$ cat src/rtl/accum_cmp_pkg.sv
// Shared constants for the accumulate-and-compare block: FSM state codes
// and width helpers used by the RTL and the bench.
package accum_cmp_pkg;

    localparam int STATE_W = 3;

    localparam logic [STATE_W-1:0] S_IDLE  = 3'd0;
    localparam logic [STATE_W-1:0] S_ADD   = 3'd1;
    localparam logic [STATE_W-1:0] S_COMP  = 3'd2;
    localparam logic [STATE_W-1:0] S_SMALL = 3'd3;
    localparam logic [STATE_W-1:0] S_LARGE = 3'd4;

    function automatic int clog2(input int v);
        int r;
        r = 0;
        for (int i = 0; i < 31; i++) begin
            if ((1 << i) < v) r = i + 1;
        end
        return r;
    endfunction

    // At least one guard bit so a single operand plus carry still fits.
    function automatic int acc_width(input int w, input int n);
        return (clog2(n) < 1) ? w + 1 : w + clog2(n);
    endfunction

    function automatic int cnt_width(input int n);
        return (clog2(n) < 1) ? 1 : clog2(n);
    endfunction

endpackage

$ cat src/rtl/accum_cmp_dp.sv
// Datapath: operand accumulator, operand counter, latched threshold,
// comparator and the sticky result bit.
module accum_cmp_dp
    import accum_cmp_pkg::*;
#(
    parameter int WIDTH   = 8,
    parameter int NUM_OPS = 4,
    parameter int ACC_W   = acc_width(WIDTH, NUM_OPS)
) (
    input  logic             clk_i,
    input  logic             reset_i,
    input  logic             clear_i,
    input  logic             acc_en_i,
    input  logic             set_result_i,
    input  logic             result_val_i,
    input  logic [WIDTH-1:0] in_data_i,
    input  logic [ACC_W-1:0] threshold_i,
    output logic [ACC_W-1:0] sum_o,
    output logic             result_o,
    output logic             last_o,
    output logic             lt_o
);

    localparam int CNT_W = cnt_width(NUM_OPS);
    localparam logic [CNT_W-1:0] LAST_CNT = CNT_W'(NUM_OPS - 1);

    logic [ACC_W-1:0] sum_q, sum_d;
    logic [CNT_W-1:0] cnt_q, cnt_d;
    logic [ACC_W-1:0] thr_q, thr_d;
    logic             res_q, res_d;

    always_comb begin
        sum_d = sum_q;
        cnt_d = cnt_q;
        thr_d = thr_q;
        res_d = res_q;
        if (clear_i) begin
            sum_d = '0;
            cnt_d = '0;
            thr_d = threshold_i;
            res_d = 1'b0;
        end else begin
            if (acc_en_i) begin
                sum_d = sum_q + {{(ACC_W-WIDTH){1'b0}}, in_data_i};
                cnt_d = cnt_q + CNT_W'(1);
            end
            if (set_result_i) res_d = result_val_i;
        end
    end

    always_ff @(posedge clk_i) begin
        if (reset_i) begin
            sum_q <= '0;
            cnt_q <= '0;
            thr_q <= '0;
            res_q <= 1'b0;
        end else begin
            sum_q <= sum_d;
            cnt_q <= cnt_d;
            thr_q <= thr_d;
            res_q <= res_d;
        end
    end

    assign sum_o    = sum_q;
    assign result_o = res_q;
    assign last_o   = (cnt_q == LAST_CNT);
    assign lt_o     = (sum_q < thr_q);

endmodule

$ cat src/rtl/accum_cmp_fsm.sv
// Control FSM: accepts a job, accumulates NUM_OPS operands under
// back-pressure, compares the sum against the latched threshold.
module accum_cmp_fsm
    import accum_cmp_pkg::*;
#(
    parameter int  WIDTH   = 8,
    parameter int  NUM_OPS = 4,
    localparam int ACC_W   = acc_width(WIDTH, NUM_OPS)
) (
    input  logic             clk_i,
    input  logic             reset_i,
    input  logic             start_i,
    input  logic             in_valid_i,
    input  logic [WIDTH-1:0] in_data_i,
    input  logic [ACC_W-1:0] threshold_i,
    output logic             in_ready_o,
    output logic             busy_o,
    output logic             done_o,
    output logic             result_o,
    output logic [ACC_W-1:0] sum_o
);

    logic [STATE_W-1:0] state_q, state_d;
    logic clear, acc_en, set_result, result_val;
    logic last, lt;

    always_comb begin
        state_d    = state_q;
        clear      = 1'b0;
        acc_en     = 1'b0;
        set_result = 1'b0;
        result_val = 1'b0;
        case (state_q)
            S_IDLE: begin
                if (start_i) begin
                    clear   = 1'b1;
                    state_d = S_ADD;
                end
            end
            S_ADD: begin
                if (in_valid_i) begin
                    acc_en = 1'b1;
                    if (last) state_d = S_COMP;
                end
            end
            S_COMP:  state_d = lt ? S_SMALL : S_LARGE;
            S_SMALL: begin
                set_result = 1'b1;
                result_val = 1'b1;
                state_d    = S_IDLE;
            end
            S_LARGE: begin
                set_result = 1'b1;
                state_d    = S_IDLE;
            end
            default: state_d = S_IDLE;
        endcase
    end

    always_ff @(posedge clk_i) begin
        if (reset_i) state_q <= S_IDLE;
        else         state_q <= state_d;
    end

    assign in_ready_o = (state_q == S_ADD);
    assign busy_o     = (state_q != S_IDLE);
    assign done_o     = (state_q == S_SMALL) || (state_q == S_LARGE);

    accum_cmp_dp #(
        .WIDTH   (WIDTH),
        .NUM_OPS (NUM_OPS),
        .ACC_W   (ACC_W)
    ) u_dp (
        .clk_i        (clk_i),
        .reset_i      (reset_i),
        .clear_i      (clear),
        .acc_en_i     (acc_en),
        .set_result_i (set_result),
        .result_val_i (result_val),
        .in_data_i    (in_data_i),
        .threshold_i  (threshold_i),
        .sum_o        (sum_o),
        .result_o     (result_o),
        .last_o       (last),
        .lt_o         (lt)
    );

endmodule

$ cat config.mk
export PLATFORM = sky130hd
export DESIGN_NAME = accum_cmp_fsm
export DESIGN_NICKNAME = d
export VERILOG_FILES = /design/src/rtl/accum_cmp_pkg.sv /design/src/rtl/accum_cmp_dp.sv /design/src/rtl/accum_cmp_fsm.sv
export SDC_FILE = /design/constraint.sdc
export NUM_CORES = 1
export LEC_CHECK = 0
export CAP_MARGIN = 20
export CELL_PAD_IN_SITES_DETAIL_PLACEMENT = 0
export CELL_PAD_IN_SITES_GLOBAL_PLACEMENT = 1
export CORE_ASPECT_RATIO = 1.1
export CORE_MARGIN = 8
export CORE_UTILIZATION = 39
export CTS_CLUSTER_SIZE = 16
export DETAILED_ROUTE_END_ITERATION = 8
export GPL_ROUTABILITY_DRIVEN = 0
export GPL_TIMING_DRIVEN = 0
export MAX_ROUTING_LAYER = met4
export PLACE_DENSITY = 0.85
export SYNTH_ARGS = -nofsm -noshare
export SYNTH_HDL_FRONTEND = slang
export SYNTH_SLANG_ARGS = --single-unit
$ cat constraint.sdc
create_clock -name clk_i -period 3 [get_ports clk_i]
set_input_delay 0.6 -clock clk_i [delete_from_list [all_inputs] [get_ports clk_i]]
set_output_delay 0.6 -clock clk_i [all_outputs]
set_load 0.01 [all_outputs]
==> Flow_metrics.wiki, run 1 <==
{| class="wikitable"
! Metric !! Value
|-
| Outcome || completed
|-
| Per-cell via count in the routed design || 5.02
|-
| Max-cap violations || 0
|-
| Maximum level of the CTS H-tree || 1
|-
| Gate Count Post-Synth || 200
|-
| Unrepaired setup endpoints after global routing || no
|-
| Final design utilization || between 50% and 60%
|-
| Cell area after placement || around 2000 µm²
|-
| Setup Skew || 4.49 ps
|-
| DR pass1 iterations || 4
|-
| Inserted Clock Buffers || 3
|-
| Setup WS pre-CTS || around 240 ps
|-
| Total overflow reported by the global router || 0
|-
| Worst skew pair latency || 270 ps
|-
| Number of nets in the finished design || 281
|-
| Cells traversed along the worst timing path || clkdlybuf4s50_1, ha_1, fa_1, a211oi_1, o21bai_1, a21oi_1, mux2i_1, nand2_1
|-
| Number of sinks handled by clock tree synthesis || 26
|-
| Global router's overall resource usage || ~12%
|-
| Detailed router's first-iteration violation count || between 40 and 50
|-
| Ratio of final minimum period to clock period || 82.0%
|-
| Mapped Nets || 241
|-
| Number of antenna violations at the first check in global routing || 0
|-
| Number of synthesized flops with an enable pin || 0
|-
| Cell area after layout || approximately 2100 µm²
|-
| IO buf count || 35
|-
| Critical path class || input port to flop
|-
| Post-synth design cell area || 1630 µm²
|-
| Total instance count after detailed placement || 287
|-
| Maximum operating frequency || 407 MHz
|-
| Top fanout value on the critical path || 3
|-
| Number of different library cells in the post-synthesis netlist || 44
|-
| Fin Hold WS || 455 ps
|-
| Share of flip-flops with an asynchronous set or reset after synthesis || 0%
|-
| Horizontal die dimension || 77.6 µm
|-
| Fin Setup TNS || 0 ps
|-
| TritonCTS clock tree || built
|-
| Chip Height || around 84 µm
|-
| Final antenna-violating net count || 0
|-
| Number of diodes || 0
|-
| Filler cell count || between 300 and 400
|-
| Fraction of final layout cells sized beyond drive strength 1 || 5.88%
|-
| Actual transition at the worst max-transition pin || about 380 ps
|-
| Number of hold-repair buffers added at the cts stage || 0
|-
| Wire length of the first global-routing pass || 6420 µm
|-
| Element type at the critical path start || input port
|-
| Synthesis Warnings || 0
|-
| FF/Latch Area || 520 µm²
|-
| Via count of the routed design || 1455
|-
| Remaining routing DRC violations || 0
|-
| Critical path data arrival time || 2620 ps
|-
| Area of combinational cells with multiple inputs || 1010 µm²
|-
| Via count of the first global-routing pass || 1435
|-
| Starting utilization of the core area || 40.8%
|-
| P_leak || 0.846 nW
|-
| Final non-filler cell total || 290
|-
| Worst path slowest cell || sky130_fd_sc_hd__fa_1
|-
| Final slew viol count || 0
|-
| Peak supply drop || approximately 0.21 mV
|-
| Sequential-to-total area share from yosys stat || 32.0%
|-
| Number of setup violations in the final report || 0
|-
| Area growth from synthesis to layout || 28.0%
|-
| Setup Buffers After CTS || 0
|-
| Clock Tree Root || sky130_fd_sc_hd__clkbuf_8
|-
| Pin count of the biggest net entering global routing || 14
|-
| Full die area || 6500 µm²
|-
| Most common flop cell mapped by yosys || sky130_fd_sc_hd__dfxtp_1
|-
| Relative slew margins || between 70% and 80%
|-
| Ports || 36
|-
| Count of instances resized after the clock tree is built || 0
|-
| Buffer depth of the longest clock path || 2
|-
| Path type of the worst min-delay path || flop to flop
|-
| Drt wl/cell || 12.5 µm
|-
| DPL Wire Length || 2940 µm
|-
| R2r setup slk || about 950 ps
|-
| Floorplan row count || 24
|-
| Core footprint || 3990 µm²
|-
| Total wire length || between 3000 and 4000 µm
|-
| Number of endpoints with negative hold slack in the final report || 0
|-
| Clock slew seen by the registers of the worst setup and hold paths || 90 ps
|-
| Average footprint of a synthesized cell || 8.15 µm²
|-
| Critical Path Max Stage Delay || roughly 430 ps
|-
| Final setup slack of the worst path || 540 ps
|-
| Power per standard cell area || 342 nW/µm²
|-
| Total power || 0.714 mW
|-
| Setup crit end kind || flop
|-
| Flop and latch count out of synthesis || 26
|-
| Req. time, crit path || 3160 ps
|-
| Final critical-path required period || roughly 2500 ps
|}
## synthesized netlist by cell type (3+ instances only)
cell	n	area [µm²]
sky130_fd_sc_hd__nand2_1	37	139
sky130_fd_sc_hd__dfxtp_1	26	521
sky130_fd_sc_hd__a21oi_1	21	105
sky130_fd_sc_hd__ha_1	18	225
sky130_fd_sc_hd__nor2_1	12	45.0
sky130_fd_sc_hd__inv_1	10	37.5
sky130_fd_sc_hd__o21ai_0	9	45.0
sky130_fd_sc_hd__nor3_1	7	35.0
sky130_fd_sc_hd__a211oi_1	5	37.5
sky130_fd_sc_hd__nand3_1	4	20.0
sky130_fd_sc_hd__o211ai_1	4	30.0
sky130_fd_sc_hd__a21o_1	3	22.5
sky130_fd_sc_hd__and3_1	3	18.8
sky130_fd_sc_hd__buf_2	3	15.0
sky130_fd_sc_hd__buf_4	3	22.5
## kinds of logic (layout without fill, tap and decap cells)
group           Yosys count  after routing  share of synthesized area, %
flops                    26             26                          32.0
buf+inv                  19             57                          5.76
mux                       2              2                          1.23
xor+xnor                  2              2                          1.08
compound gates           52             52                          19.5
simple gates             80             80                          25.4
fa+ha+maj                19             19                          15.1
## cell type report
class                   count  share of cell area [%]
multi-input cells         155                    48.7
flip-flops and latches     26                    25.0
repair buffers             35                    16.8
well taps                  52                    3.12
plain buffers               9                    2.70
clock buffers               3                    1.98
inverters                  10                    1.80
## per-layer routing
metal  global-route usage [%]  vias to the layer above  part of all wire, %
met5                        -                        -                    0
met2                     19.9                       26                   46
met4                     5.15                        0                  1.8
met3                     1.72                        5                  2.8
li1                         -                      791                    -
met1                     14.3                      633                   50
## placed cells by master (no fill, tap or decap), types with 3 or more instances in the layout
cell / count
sky130_fd_sc_hd__a211oi_1: 5
sky130_fd_sc_hd__a21o_1: 3
sky130_fd_sc_hd__a21oi_1: 21
sky130_fd_sc_hd__and3_1: 3
sky130_fd_sc_hd__buf_2: 3
sky130_fd_sc_hd__buf_4: 3
sky130_fd_sc_hd__clkbuf_8: 3
sky130_fd_sc_hd__clkdlybuf4s50_1: 35
sky130_fd_sc_hd__dfxtp_1: 26
sky130_fd_sc_hd__ha_1: 18
sky130_fd_sc_hd__inv_1: 10
sky130_fd_sc_hd__nand2_1: 37
sky130_fd_sc_hd__nand3_1: 4
sky130_fd_sc_hd__nor2_1: 12
sky130_fd_sc_hd__nor3_1: 7
sky130_fd_sc_hd__o211ai_1: 4
sky130_fd_sc_hd__o21ai_0: 9
## state kept, by name, summed over array words and instances (netlist names)
name	count
u_dp.thr_q	10
u_dp.result_o	1
state_q	3
u_dp.cnt_q	2
u_dp.sum_o	10
## critical path: cells and delay by family
kind / cells / cell delay [ps]
adder cells (fa/ha/maj): 2 / 670
AO/OA/AOI/OAI: 3 / 660
buffers and inverters: 1 / 410
multiplexers: 1 / 220
AND/OR/NAND/NOR: 1 / 70
## worst paths after layout
| check | start | endpoint | cells past startpoint |
|---|---|---|---|
| worst max-delay path | in_data_i[0] | u_dp.sum_o[6]$_SDFFE_PP0P_ | 8 |
| worst min register to register | u_dp.thr_q[4]$_SDFFE_PP0P_ | u_dp.thr_q[4]$_SDFFE_PP0P_ | 2 |
| worst max register to register | u_dp.sum_o[0]$_SDFFE_PP0P_ | u_dp.sum_o[6]$_SDFFE_PP0P_ | 7 |
| worst min-delay path | u_dp.thr_q[4]$_SDFFE_PP0P_ | u_dp.thr_q[4]$_SDFFE_PP0P_ | 2 |
## where the power goes
part           switching, mW  leakage, nW  internal [mW]
clock                  0.105       0.0216         0.0899
sequential           0.00866        0.212          0.358
combinational         0.0735        0.613         0.0796
total                  0.187        0.846          0.527
Power figures use the tool's default switching activity.
==> inputs of run 2 (changes only) <==
Settings changed: CORE_UTILIZATION 39 to 33, PLACE_DENSITY 0.85 to 0.77.
Clock period 3 ns to 2.2 ns, I/O delays scaled along.
==> Flow_metrics.wiki, run 2 (synthesis gave the netlist of run 1 again) <==
{| class="wikitable"
! Metric !! Value
|-
| TritonCTS clock tree || built
|-
| Internal Pwr Total || 0.722 mW (+37%)
|-
| DPL Wire Length || 3060 µm (+4.2%)
|-
| Worst Hold End || u_dp.thr_q[5]$_SDFFE_PP0P_
|-
| Actual transition at the worst max-transition pin || 437 ps (+56.8 ps)
|-
| Total wire length || 3890 µm (+7.6%)
|-
| Number of diodes || 0 (unchanged)
|-
| Buffer depth of the longest clock path || 2 (unchanged)
|-
| Clock slew seen by the registers of the worst setup and hold paths || 90 ps (about the same)
|-
| Most common cell on crit path || sky130_fd_sc_hd__o21ai_0
|-
| Horizontal die dimension || 83.0 µm (+6.9%)
|-
| Cells traversed along the worst timing path || clkdlybuf4s50_1, ha_2, o21ai_0, nor2_1, o21ai_0, and3_1, or3_1
|-
| Number of nets in the finished design || 283 (+0.71%)
|-
| Fraction of final layout cells sized beyond drive strength 1 || 9.58% (+3.7 points)
|-
| Fin Hold WS || 457 ps (+1.94 ps)
|-
| Worst-case reg-to-reg path depth || 7 (unchanged)
|-
| Most frequent cells in the layout || sky130_fd_sc_hd__nand2_1, sky130_fd_sc_hd__clkdlybuf4s50_1, sky130_fd_sc_hd__dfxtp_1
|-
| Total overflow reported by the global router || 0 (unchanged)
|-
| IO buf count || 35 (unchanged)
|-
| Relative slew margins || 70.1% (-3.9 points)
|-
| Chip Height || 89.7 µm (+7.0%)
|-
| R2r setup slk || 330 ps (-620 ps)
|-
| Number of setup violations in the final report || 0 (unchanged)
|-
| Hold Path Depth || 2 (unchanged)
|-
| Global router's overall resource usage || 11.0% (-1.1 points)
|-
| Path type of the worst min-delay path || flop to flop
|-
| Reported net switching power || 0.260 mW (+39%)
|-
| Critical path data arrival time || 2200 ps (-420 ps)
|-
| Setup crit end kind || flop
|-
| Drt wl/cell || 13.1 µm (+4.7%)
|-
| Number of endpoints with negative hold slack in the final report || 0 (unchanged)
|-
| Element type at the critical path start || input port
|-
| Detailed router's first-iteration violation count || 60 (+33%)
|-
| Worst reg2reg startpoint || u_dp.sum_o[0]$_SDFFE_PP0P_
|-
| Number of antenna violations at the first check in global routing || 0 (unchanged)
|-
| Setup Skew || 2.99 ps (-1.50 ps)
|-
| Remaining routing DRC violations || 0 (unchanged)
|-
| Worst skew pair latency || 260 ps (about the same)
|-
| Ports || 36 (unchanged)
|-
| Req. time, crit path || 2350 ps (-810 ps)
|-
| Outcome || completed
|-
| Area growth from synthesis to layout || 31.6%
|-
| Maximum operating frequency || approximately 490 MHz
|-
| Final setup slack of the worst path || 147 ps (-394 ps)
|-
| Final antenna-violating net count || 0 (unchanged)
|-
| Peak supply drop || 0.201 mV (-5.8%)
|-
| Top fanout value on the critical path || 5 (+2)
|-
| Share of power burned in the clock network || 26.7% (-0.5 points)
|-
| Clock Tree Root || sky130_fd_sc_hd__clkbuf_8
|-
| Max-cap violations || 0 (unchanged)
|-
| Floorplan row count || 27 (+13%)
|-
| Power per standard cell area || 458 nW/µm² (+34%)
|-
| Most common library cell in the layout ignoring fill and taps || sky130_fd_sc_hd__nand2_1
|-
| Inserted Clock Buffers || 3 (unchanged)
|-
| Combinational Power Share || 22.3% (+0.9 points)
|-
| Number of sinks handled by clock tree synthesis || 26 (unchanged)
|-
| Setup WS pre-CTS || -401 ps (-643 ps)
|-
| Final slew viol count || 0 (unchanged)
|-
| Worst path slowest cell || sky130_fd_sc_hd__clkdlybuf4s50_1
|-
| Ratio of final minimum period to clock period || between 90 and 100%
|-
| Wire length of the first global-routing pass || 6740 µm (+5.0%)
|-
| Hold path start || u_dp.thr_q[5]$_SDFFE_PP0P_
|-
| DR pass1 iterations || 4 (unchanged)
|-
| Critical path class || input port to flop
|-
| Portion of total power attributed to sequential cells || 50.9% (-0.4 points)
|-
| P_leak || 0.868 nW (+2.5%)
|-
| Starting utilization of the core area || 33.3% (-7.5 points)
|-
| Full die area || 7440 µm² (+14%)
|-
| Critical Path Max Stage Delay || 410 ps (-20 ps)
|-
| Final critical-path required period || 2050 ps
|-
| Via count of the routed design || 1486 (+2.1%)
|-
| Proportion of total power due to net switching || 26.4% (+0.28 points)
|-
| Unrepaired setup endpoints after global routing || no
|-
| Pin count of the biggest net entering global routing || 14 (unchanged)
|-
| Reg-to-reg critical path endpoint || u_dp.sum_o[6]$_SDFFE_PP0P_
|-
| Per-cell via count in the routed design || 4.99 (-0.61%)
|-
| Maximum level of the CTS H-tree || 1 (unchanged)
|-
| Core footprint || 4900 µm² (+23%)
|-
| Via count of the first global-routing pass || 1497 (+4.3%)
|-
| Fin Setup TNS || 0 ps (unchanged)
|}
==> run 2: worst max-delay path: cells and delay by family <==
family	cells	cell delay (ps)
AO/OA/AOI/OAI	2	230
buffers and inverters	1	410
AND/OR/NAND/NOR	3	740
adder cells (fa/ha/maj)	1	390
==> run 2: per-layer routing <==
metal | GRT usage (%) | share of wire [%] | up-vias
met1 | 13.1 | 49 | 672
li1 | - | - | 791
met4 | 4.15 | 1.0 | 0
met3 | 1.44 | 1.7 | 2
met5 | - | 0 | -
met2 | 18.7 | 48 | 21
==> run 2: final cells by class <==
type / count / area, µm²
fillers: 480 / 2750
multi-input cells: 155 / 1050
flip-flops and latches: 26 / 520
repair buffers: 37 / 368
well taps: 58 / 72.6
plain buffers: 9 / 56.3
clock buffers: 3 / 41.3
inverters: 10 / 37.5
==> run 2: how the worst max path moves through the flow <==
stage | from | endpoint | slack [ps]
detailed placement | in_data_i[0] | u_dp.sum_o[8]$_SDFFE_PP0P_ | -400
CTS | in_data_i[0] | u_dp.sum_o[8]$_SDFFE_PP0P_ | 4
global route | in_data_i[1] | u_dp.sum_o[5]$_SDFFE_PP0P_ | 20
floorplan | in_data_i[0] | u_dp.sum_o[6]$_SDFFE_PP0P_ | 200
global placement | in_data_i[0] | u_dp.sum_o[8]$_SDFFE_PP0P_ | -400
finish | in_data_i[2] | u_dp.sum_o[5]$_SDFFE_PP0P_ | 150
==> run 2: repair_timing <==
item / in CTS / in global routing
pin swaps: 1 / 9
endpoints found under the setup margin: 2 / 3
resized for setup: 2 / 10
hold buffers: 0 / 0
buffers inserted: 0 / 2
gates cloned: 0 / 0
==> run 2: metrics by stage <==
step / area, µm² / total power, mW / cells / util (%)
5_1_grt: 2140 / 1.04 / 298 / 43.8
3_3_place_gp: 2050 / 0.723 / 293 / 41.9
4_1_cts: 2100 / 0.994 / 296 / 42.9
2_1_floorplan: 1630 / 0.635 / 200 / -
6_report: 2140 / 0.982 / 298 / 43.8
3_5_place_dp: 2050 / 0.724 / 293 / 41.9
==> run 2: power by group through the flow <==
stage / logic [mW] / clock network, mW / registers, mW
after floorplan: 0.125 / 0 / 0.510
after global placement: 0.212 / 0 / 0.511
after detailed placement: 0.212 / 0 / 0.511
after CTS: 0.215 / 0.278 / 0.500
after global routing: 0.244 / 0.296 / 0.503
final: 0.219 / 0.263 / 0.500
==> inputs of run 3 (changes only) <==
Settings changed: PLACE_DENSITY 0.77 to default, PLACE_DENSITY_LB_ADDON from default to 0.3.
==> Flow_metrics.wiki, run 3 (synthesis gave the netlist of run 1 again) <==
{| class="wikitable"
! Metric !! Value
|-
| Final antenna-violating net count || 0 (unchanged)
|-
| Cell area after layout || 2150 µm² (about the same)
|-
| Setup Skew || 2.60 ps (-0.391 ps)
|-
| Total instance count after detailed placement || 293 (unchanged)
|-
| Filler cell count || 495 (+3.1%)
|-
| Number of antenna violations at the first check in global routing || 0 (unchanged)
|-
| Maximum level of the CTS H-tree || 1 (unchanged)
|-
| Actual transition at the worst max-transition pin || 435 ps (-2.42 ps)
|-
| Fraction of final layout cells sized beyond drive strength 1 || 8.71% (-0.87 points)
|-
| P_leak || 0.875 nW (+0.82%)
|-
| Number of diodes || 0 (unchanged)
|-
| R2r setup slk || 300 ps (-30 ps)
|-
| Total wire length || 3890 µm (unchanged)
|-
| Cell area after placement || 2050 µm² (unchanged)
|-
| Clock Tree Root || sky130_fd_sc_hd__clkbuf_8
|-
| DR pass1 iterations || 4 (unchanged)
|-
| Ratio of final minimum period to clock period || 93.4% (about the same)
|-
| IO buf count || 35 (unchanged)
|-
| Req. time, crit path || 2350 ps (about the same)
|-
| Horizontal die dimension || 83.0 µm (unchanged)
|-
| Number of setup violations in the final report || 0 (unchanged)
|-
| Startpoint of the most critical setup path || in_data_i[2]
|-
| Full die area || 7440 µm² (unchanged)
|-
| Starting utilization of the core area || 33.3% (unchanged)
|-
| Worst setup path endpoint || u_dp.sum_o[5]$_SDFFE_PP0P_
|-
| Wire length of the first global-routing pass || 6800 µm (+0.92%)
|-
| Final non-filler cell total || 299 (+0.34%)
|-
| Number of sinks handled by clock tree synthesis || 26 (unchanged)
|-
| Via count of the first global-routing pass || 1499 (+0.13%)
|-
| Peak supply drop || 0.220 mV (+9.6%)
|-
| Worst-case reg-to-reg path depth || 5 (-2)
|-
| Core footprint || 4900 µm² (unchanged)
|-
| Inserted Clock Buffers || 3 (unchanged)
|-
| Via count of the routed design || 1481 (-0.34%)
|-
| Floorplan row count || 27 (unchanged)
|-
| Area growth from synthesis to layout || 31.7% (about the same)
|-
| Reg-to-reg critical path endpoint || state_q[1]$_SDFFE_PP0P_
|-
| Power per standard cell area || 475 nW/µm² (+3.9%)
|-
| Clock slew seen by the registers of the worst setup and hold paths || 90 ps (about the same)
|-
| Top fanout value on the critical path || 5 (unchanged)
|-
| Worst skew pair latency || 270 ps (about the same)
|-
| Max-cap violations || 0 (unchanged)
|-
| DPL Wire Length || 3060 µm (about the same)
|-
| Path type of the worst min-delay path || flop to flop
|-
| Buffer depth of the longest clock path || 2 (unchanged)
|-
| TritonCTS clock tree || built
|-
| Pin count of the biggest net entering global routing || 15 (+1)
|-
| Ports || 36 (unchanged)
|-
| Most common library cell in the layout ignoring fill and taps || sky130_fd_sc_hd__nand2_1
|-
| Final slew viol count || 0 (unchanged)
|-
| Setup crit end kind || flop
|-
| Remaining routing DRC violations || 0 (unchanged)
|-
| Outcome || completed
|-
| Chip Height || 89.7 µm (unchanged)
|-
| Per-cell via count in the routed design || 4.95 (-0.67%)
|-
| Area of combinational cells with multiple inputs || 1040 µm² (-1.2%)
|-
| Element type at the critical path start || input port
|-
| Number of nets in the finished design || 283 (unchanged)
|-
| Number of endpoints with negative hold slack in the final report || 0 (unchanged)
|-
| Unrepaired setup endpoints after global routing || no
|-
| Critical path data arrival time || 2210 ps (about the same)
|-
| Final critical-path required period || 2050 ps (+1.16 ps)
|-
| Relative slew margins || 70.3% (+0.17 points)
|-
| Critical path class || input port to flop
|-
| Total overflow reported by the global router || 0 (unchanged)
|-
| Most frequent cells in the layout || sky130_fd_sc_hd__nand2_1, sky130_fd_sc_hd__clkdlybuf4s50_1, sky130_fd_sc_hd__dfxtp_1
|-
| Number of hold-repair buffers added at the cts stage || 0 (unchanged)
|-
| Drt wl/cell || 13.0 µm (-0.33%)
|-
| FF/Latch Area || 520 µm² (unchanged)
|-
| Global router's overall resource usage || 11.1% (+0.075 points)
|-
| Fin Setup TNS || 0 ps (unchanged)
|-
| Worst reg2reg startpoint || u_dp.sum_o[1]$_SDFFE_PP0P_
|-
| Detailed router's first-iteration violation count || 37 (-38%)
|-
| Maximum operating frequency || 487 MHz (about the same)
|-
| Fin Hold WS || 458 ps (+0.527 ps)
|}
run 3: cell count changes in the layout (fill, tap and decap cells not counted):
cell | previous run | this run
sky130_fd_sc_hd__a31oi_1 | 0 | 1
sky130_fd_sc_hd__a31oi_2 | 1 | 0
sky130_fd_sc_hd__clkbuf_8 | 3 | 4
sky130_fd_sc_hd__ha_1 | 16 | 17
sky130_fd_sc_hd__ha_2 | 2 | 1
sky130_fd_sc_hd__o21ai_0 | 6 | 9
sky130_fd_sc_hd__o21ai_1 | 3 | 1
sky130_fd_sc_hd__o21ai_2 | 1 | 0
run 3: cell type report:
class,instances,share of cell area (%)
inverters,10,1.75
well taps,58,3.38
plain buffers,9,2.62
clock buffers,4,2.57
multi-input cells,155,48.3
repair buffers,37,17.1
flip-flops and latches,26,24.3
run 3: routing by layer:
layer / GRT usage [%] / part of all wire (%)
met1: 12.8 / 48
met2: 19.2 / 48
met3: 1.81 / 2.8
met4: 3.83 / 0.77
met5: - / 0
run 3: metrics by stage:
| stage | total power [mW] | utilization (%) | worst slack [ps] |
|---|---|---|---|
| final | 1.02 | 43.8 | 146 |
| after global placement | 0.723 | 41.9 | -408 |
| after detailed placement | 0.724 | 41.9 | -394 |
| after floorplan | 0.635 | - | 201 |
| after global routing | 1.08 | 43.8 | 33.7 |
| after CTS | 1.04 | 43.2 | 10.1 |
run 3: power by group:
part | switching, mW | leakage [nW] | internal, mW | total [mW]
combinational | 0.106 | 0.634 | 0.111 | 0.217
clock | 0.144 | 0.0288 | 0.160 | 0.304
sequential | 0.0121 | 0.212 | 0.488 | 0.500
total | 0.262 | 0.875 | 0.759 | 1.02
run 3: worst min-delay path by stage:
stage / from / to / slack (ps) / depth (start not counted)
6_report: u_dp.thr_q[9]$_SDFFE_PP0P_ / u_dp.thr_q[9]$_SDFFE_PP0P_ / 460 / 2
3_5_place_dp: u_dp.thr_q[4]$_SDFFE_PP0P_ / u_dp.thr_q[4]$_SDFFE_PP0P_ / 450 / 2
3_3_place_gp: u_dp.thr_q[5]$_SDFFE_PP0P_ / u_dp.thr_q[5]$_SDFFE_PP0P_ / 440 / 2
5_1_grt: u_dp.thr_q[8]$_SDFFE_PP0P_ / u_dp.thr_q[8]$_SDFFE_PP0P_ / 480 / 2
4_1_cts: u_dp.thr_q[0]$_SDFFE_PP0P_ / u_dp.thr_q[0]$_SDFFE_PP0P_ / 460 / 2
2_1_floorplan: u_dp.thr_q[1]$_SDFFE_PP0P_ / u_dp.thr_q[1]$_SDFFE_PP0P_ / 440 / 2
run 3: repair_timing:
item,in CTS,in global routing
gates resized for setup,2,4
pin swaps,1,5
setup endpoints to repair,2,2
setup buffers,0,2
run 3: worst max-delay path, cell delays in order:
cell and delay, ps:
sky130_fd_sc_hd__clkdlybuf4s50_1 410, sky130_fd_sc_hd__ha_1 410, sky130_fd_sc_hd__o21ai_0 100, sky130_fd_sc_hd__nor2_1 190
sky130_fd_sc_hd__o21ai_0 130, sky130_fd_sc_hd__and3_1 180, sky130_fd_sc_hd__or3_1 360
